[config.mk]
export PLATFORM = sky130hd
export DESIGN_NAME = mult_issue_ctrl
export DESIGN_NICKNAME = d
export VERILOG_FILES = /design/src/rtl/mult_issue_ctrl.sv
export SDC_FILE = /design/constraint.sdc
export NUM_CORES = 1
export LEC_CHECK = 0
export CAP_MARGIN = 20
export CELL_PAD_IN_SITES_DETAIL_PLACEMENT = 1
export CELL_PAD_IN_SITES_GLOBAL_PLACEMENT = 2
export CORE_UTILIZATION = 28
export CTS_CLUSTER_SIZE = 25
export DETAILED_ROUTE_END_ITERATION = 8
export HOLD_SLACK_MARGIN = 0.03
export PLACE_DENSITY_LB_ADDON = 0.1
export SLEW_MARGIN = 20
export SYNTH_ARGS = -nofsm -noshare
export SYNTH_HDL_FRONTEND = slang
export SYNTH_SLANG_ARGS = --single-unit
[constraint.sdc]
create_clock -name clock -period 3 [get_ports clock]
set_input_delay 0.6 -clock clock [delete_from_list [all_inputs] [get_ports clock]]
set_output_delay 0.6 -clock clock [all_outputs]
set_load 0.1 [all_outputs]
[src/rtl/mult_issue_ctrl.sv]
`default_nettype none
// ============================================================================
// Module   : mult_issue_ctrl
// Purpose  : Issue scheduler and CDB arbiter for a pair of pipelined
//            multipliers (unit 0 and unit 1). Steers up to two RS requests
//            per cycle onto the units, tracks in-flight occupancy per unit,
//            arbitrates the single multiplier CDB slot (round-robin on a
//            collision) and squashes in-flight work on a flush.
// Ports    : clock, reset (async, active-high), flush
//            req0/1_valid -> req0/1_gnt, req0/1_unit, start0/1
//            mult0/1_done, mult0/1_ROB, mult0/1_PRN -> mult0/1_stall
//            cdb_free -> cdb_valid, cdb_sel, cdb_ROB, cdb_PRN (registered)
// Revision : 1.0 - initial release
// ============================================================================
module mult_issue_ctrl #(
   parameter int ROB_BITS = 6,
   parameter int PRN_BITS = 7,
   parameter int DEPTH    = 8,
   parameter int CNT_BITS = 4
) (
   input  logic                clock,
   input  logic                reset,
   input  logic                flush,
   input  logic                req0_valid,
   input  logic                req1_valid,
   output logic                req0_gnt,
   output logic                req1_gnt,
   output logic                req0_unit,
   output logic                req1_unit,
   output logic                start0,
   output logic                start1,
   input  logic                mult0_done,
   input  logic                mult1_done,
   input  logic [ROB_BITS-1:0] mult0_ROB,
   input  logic [ROB_BITS-1:0] mult1_ROB,
   input  logic [PRN_BITS-1:0] mult0_PRN,
   input  logic [PRN_BITS-1:0] mult1_PRN,
   output logic                mult0_stall,
   output logic                mult1_stall,
   input  logic                cdb_free,
   output logic                cdb_valid,
   output logic                cdb_sel,
   output logic [ROB_BITS-1:0] cdb_ROB,
   output logic [PRN_BITS-1:0] cdb_PRN
);

   localparam logic [CNT_BITS-1:0] c_depth = CNT_BITS'(DEPTH);
   localparam logic [CNT_BITS-1:0] c_zero  = '0;

   logic [CNT_BITS-1:0] occ0_q, occ0_d, occ1_q, occ1_d;
   logic [CNT_BITS-1:0] drop0_q, drop0_d, drop1_q, drop1_d;
   logic                rr_q, rr_d;
   logic                cdb_valid_q, cdb_valid_d;
   logic                cdb_sel_q, cdb_sel_d;
   logic [ROB_BITS-1:0] cdb_rob_q, cdb_rob_d;
   logic [PRN_BITS-1:0] cdb_prn_q, cdb_prn_d;

   logic w_drop0, w_drop1;
   logic w_elig0, w_elig1;
   logic w_win0, w_win1;
   logic w_avail0, w_avail1;
   logic w_s0_u0, w_s0_u1;

   // ---------------------------------------------------------------------
   // Completion arbitration. A done pulse that belongs to a squashed op
   // (drop counter non-zero) is consumed silently: it neither competes for
   // the CDB nor stalls its pipeline. Stalls are forced low during reset so
   // the pipelines are released as soon as reset asserts.
   // ---------------------------------------------------------------------
   always_comb begin
      w_drop0     = mult0_done & (drop0_q != c_zero);
      w_drop1     = mult1_done & (drop1_q != c_zero);
      w_elig0     = mult0_done & ~w_drop0 & cdb_free & ~flush & ~reset;
      w_elig1     = mult1_done & ~w_drop1 & cdb_free & ~flush & ~reset;
      w_win0      = w_elig0 & (~w_elig1 | ~rr_q);
      w_win1      = w_elig1 & (~w_elig0 |  rr_q);
      mult0_stall = mult0_done & ~w_win0 & ~w_drop0 & ~reset;
      mult1_stall = mult1_done & ~w_win1 & ~w_drop1 & ~reset;
   end

   // ---------------------------------------------------------------------
   // Issue steering. A unit completing this cycle still counts as occupied;
   // its slot frees only on the following cycle.
   // ---------------------------------------------------------------------
   always_comb begin
      w_avail0  = ~mult0_stall & (occ0_q < c_depth) & ~flush & ~reset;
      w_avail1  = ~mult1_stall & (occ1_q < c_depth) & ~flush & ~reset;
      req0_gnt  = 1'b0;
      req0_unit = 1'b0;
      req1_gnt  = 1'b0;
      req1_unit = 1'b0;
      if (req0_valid) begin
         if (w_avail0) begin
            req0_gnt = 1'b1;
         end else if (w_avail1) begin
            req0_gnt  = 1'b1;
            req0_unit = 1'b1;
         end
      end
      w_s0_u0 = req0_gnt & ~req0_unit;
      w_s0_u1 = req0_gnt &  req0_unit;
      if (req1_valid) begin
         if (w_avail1 & ~w_s0_u1) begin
            req1_gnt  = 1'b1;
            req1_unit = 1'b1;
         end else if (w_avail0 & ~w_s0_u0) begin
            req1_gnt = 1'b1;
         end
      end
      start0 = w_s0_u0 | (req1_gnt & ~req1_unit);
      start1 = w_s0_u1 | (req1_gnt &  req1_unit);
   end

   // ---------------------------------------------------------------------
   // Next-state: occupancy, drop counters, round-robin pointer, CDB regs.
   // On flush every in-flight op becomes a squashed op to be dropped; any
   // drops still outstanding from an earlier flush are kept.
   // ---------------------------------------------------------------------
   always_comb begin
      occ0_d  = occ0_q + CNT_BITS'(start0) - CNT_BITS'(w_win0);
      occ1_d  = occ1_q + CNT_BITS'(start1) - CNT_BITS'(w_win1);
      drop0_d = drop0_q - CNT_BITS'(w_drop0);
      drop1_d = drop1_q - CNT_BITS'(w_drop1);
      if (flush) begin
         occ0_d  = c_zero;
         occ1_d  = c_zero;
         drop0_d = drop0_d + occ0_q;
         drop1_d = drop1_d + occ1_q;
      end
      rr_d        = rr_q ^ (w_elig0 & w_elig1);
      cdb_valid_d = (w_win0 | w_win1) & ~flush;
      cdb_sel_d   = cdb_sel_q;
      cdb_rob_d   = cdb_rob_q;
      cdb_prn_d   = cdb_prn_q;
      if (w_win1) begin
         cdb_sel_d = 1'b1;
         cdb_rob_d = mult1_ROB;
         cdb_prn_d = mult1_PRN;
      end else if (w_win0) begin
         cdb_sel_d = 1'b0;
         cdb_rob_d = mult0_ROB;
         cdb_prn_d = mult0_PRN;
      end
   end

   always_ff @(posedge clock or posedge reset) begin
      if (reset) begin
         occ0_q      <= '0;
         occ1_q      <= '0;
         drop0_q     <= '0;
         drop1_q     <= '0;
         rr_q        <= 1'b0;
         cdb_valid_q <= 1'b0;
         cdb_sel_q   <= 1'b0;
         cdb_rob_q   <= '0;
         cdb_prn_q   <= '0;
      end else begin
         occ0_q      <= occ0_d;
         occ1_q      <= occ1_d;
         drop0_q     <= drop0_d;
         drop1_q     <= drop1_d;
         rr_q        <= rr_d;
         cdb_valid_q <= cdb_valid_d;
         cdb_sel_q   <= cdb_sel_d;
         cdb_rob_q   <= cdb_rob_d;
         cdb_prn_q   <= cdb_prn_d;
      end
   end

   assign cdb_valid = cdb_valid_q;
   assign cdb_sel   = cdb_sel_q;
   assign cdb_ROB   = cdb_rob_q;
   assign cdb_PRN   = cdb_prn_q;

endmodule
`default_nettype wire

==> results.sh <==
export IMPL_drt_wl_total_microns=4940
export IMPL_first_iter_violations=42
export IMPL_yosys_warnings=0
export IMPL_finalHoldViolCount=0
export IMPL_yosysSeqAreaShare_pct=40.5
export IMPL_antenna_found_initial=0
export IMPL_clockRootBuffer="clkbuf_8"
export IMPL_synth_cell_types=29
export IMPL_core_sq_um=6790
export IMPL_critical_path_arrival_ns=2.29
export IMPL_cp_max_fo=4
export IMPL_ys_ff_latch=32
export IMPL_cts_buffers=5
export IMPL_grt_overflow=0
export IMPL_tritoncts="yes"
export IMPL_drive_above_1_share_pct=19.4
export IMPL_cp_cell_sequence="clkdlybuf4s50_1 > inv_1 > a31oi_1 > o21ai_1 > maj3_1 > nor2_2 > buf_12"
export IMPL_power_w=0.00283
export IMPL_cp_end_kind="primary output"
export IMPL_fin_skew_ns=0.00269
export IMPL_syn_nets=262
export IMPL_finish_net_count=329
export IMPL_setup_tns_ns=0
export IMPL_grt_max_degree=23
export IMPL_drc=0
export IMPL_path_buf_inv=3
export IMPL_ios=57
export IMPL_critPathMaxStageDelay_ns=0.51
export IMPL_row_count=30
export IMPL_firstDrtPassIters=4
export IMPL_cts_sinks=32
export IMPL_netlist_top_cells_area="dfrtp_1 40%, ha_1 11%, nand2_1 6.6%"
export IMPL_yosys_area_top_type_share_pct=40.5
export IMPL_synth_top_area_cell="dfrtp_1"
export IMPL_max_slew_margin_pct=62.3
export IMPL_postCtsHoldBufs=0
export IMPL_die_w_microns=86.1
export IMPL_finalWorstSetupSlack_ns=0.108
export IMPL_diodes=0
export IMPL_initial_utilization_pct=29.1
export IMPL_worstPathRequired_ns=2.40
export IMPL_place_ws_ns=0.0496
export IMPL_irDropWorstVdd_uv=418
export IMPL_grt_setup_unrepaired="no"
export IMPL_crit_family="buffers and inverters"
export IMPL_post_drt_wl_per_cell_microns=13.4
export IMPL_worst_pin_slew_ns=0.565
export IMPL_clock_latency_ns=0.28
export IMPL_mostFrequentLayoutCells="35 x nand2_1, 33 x clkdlybuf4s50_1, 32 x dfrtp_1"
export IMPL_place_congestion=0.669
export IMPL_path_class="input pin to primary output"
export IMPL_fin_crit_sh_pct=96.4
export IMPL_finalSetupViolCount=0
export IMPL_drv_cap=0
export IMPL_port_buffers=56
export IMPL_htree_levels=2
export IMPL_postCtsSetupBuffers=0
export IMPL_dp_hpwl_microns=3760
export IMPL_syn_cell_area_sq_um=1980
export IMPL_clockBufferDepth=2
export IMPL_p_leak_nw=1.37
export IMPL_slew_viol_final=0
export IMPL_fmax_mhz=346
export IMPL_power_density_nw_per_um2=988
export IMPL_hp_class="register to register"
export IMPL_final_area_sq_um=2860
export IMPL_num_vias=1646
export IMPL_die_h_microns=86.1
export IMPL_grt_pass1_wl_microns=8570
export IMPL_clk_pin_slew_ns=0.07
export IMPL_cp_slowest_cell="clkdlybuf4s50_1"
export IMPL_synthCells=206
export IMPL_final_common_cell="nand2_1"
export IMPL_track_usage_pct=15.1
export IMPL_place_area_sq_um=2760
export IMPL_period_needed_ns=2.89
export IMPL_whs_ns=0.493
export IMPL_ant_nets=0
export IMPL_via_per_inst=4.46
export IMPL_die_area_sq_um=7400
export IMPL_grt_pass1_vias=1724
export IMPL_syn_mean_instance_area_sq_um=9.60
export IMPL_status="completed"
export IMPL_startpoint_type="input pin"
export IMPL_area_growth_pct=44.8
==> state kept, by name, indices dropped and copies added (netlist names) <==
signal     flops
cdb_PRN        7
cdb_ROB        6
drop1_q        4
cdb_sel        1
rr_q           1
occ0_q         4
drop0_q        4
cdb_valid      1
occ1_q         4
==> power by group <==
| part | leakage, nW | internal (W) | total [W] | switching (W) |
|---|---|---|---|---|
| Clock | 0.0503 | 0.000204 | 0.000369 | 0.000165 |
| Combinational | 0.910 | 0.000522 | 0.00170 | 0.00118 |
| Sequential | 0.412 | 0.000607 | 0.000759 | 0.000152 |
==> worst paths after layout <==
check | start | endpoint | slack (ns) | cells after the start
worst min-delay path | cdb_ROB[4] | cdb_ROB[4] | 0.49 | 2
max in group asynchronous | reset | cdb_ROB[0] | 1.94 | 4
worst max register to register | drop1_q[1] | drop1_q[3] | 0.36 | 11
worst max-delay path | cdb_free | req1_gnt | 0.11 | 7
min in group asynchronous | reset | drop0_q[0] | 0.85 | 4
worst min register to register | cdb_ROB[4] | cdb_ROB[4] | 0.49 | 2
==> logic make-up after synthesis <==
kind of cell / count (synthesis) / synth area share, %
buf+inv: 30 / 6.83
compound gates: 38 / 12.2
simple gates: 64 / 16.0
xor+xnor: 17 / 7.53
fa+ha+maj: 23 / 15.9
mux: 2 / 1.01
flops: 32 / 40.5
==> synthesized netlist by cell type <==
cell / number
nor2_1: 13
and3_1: 1
xor2_1: 4
nor3_1: 4
fa_1: 4
nand2_1: 35
a31oi_1: 3
xnor2_1: 13
clkbuf_1: 3
buf_4: 2
a21boi_0: 1
nor3_4: 1
nor2b_1: 5
o21ai_1: 4
a22oi_1: 11
dfrtp_1: 32
ha_1: 18
a21oi_1: 8
and2b_1: 1
a21o_1: 6
o21ai_0: 4
a211oi_1: 1
buf_6: 2
nand2_2: 1
nand4_1: 1
maj3_1: 1
mux2i_1: 2
nor4_4: 2
inv_1: 23
==> area by class of cell <==
cell class | count | area (sq um)
Clock buffer | 7 | 96.3
Fill cell | 785 | 3930
Inverter | 23 | 86.3
Multi-Input combinational cell | 144 | 1070
Sequential cell | 32 | 801
Tap cell | 96 | 120
Timing Repair Buffer | 67 | 686
==> metal layers <==
layer	global-route usage, %	part of all wire [%]	up-vias
met3	3.56	3.8	8
met2	25.1	49	25
met1	19.4	45	797
li1	-	-	816
met4	5.00	1.5	0
met5	0	0	-
==> tightest hold or removal path: stages, from the launching register on <==
cell     delay (ns)
dfrtp_1        0.35
nand2_1        0.05
o21ai_1        0.06
==> stage by stage <==
step / util [%] / instances
2_1_floorplan: - / 206
3_3_place_gp: 40.6 / 362
3_5_place_dp: 40.6 / 362
4_1_cts: 42.0 / 369
5_1_grt: 42.2 / 369
6_report: 42.2 / 369
==> timing repair <==
| action | 4_1_cts | 5_1_grt |
|---|---|---|
| endpoints found under the hold margin | 0 | 0 |
| gates resized for setup | 0 | 2 |
| setup endpoints to repair | 0 | 1 |
No activity file was read; power rests on OpenSTA's default activity.
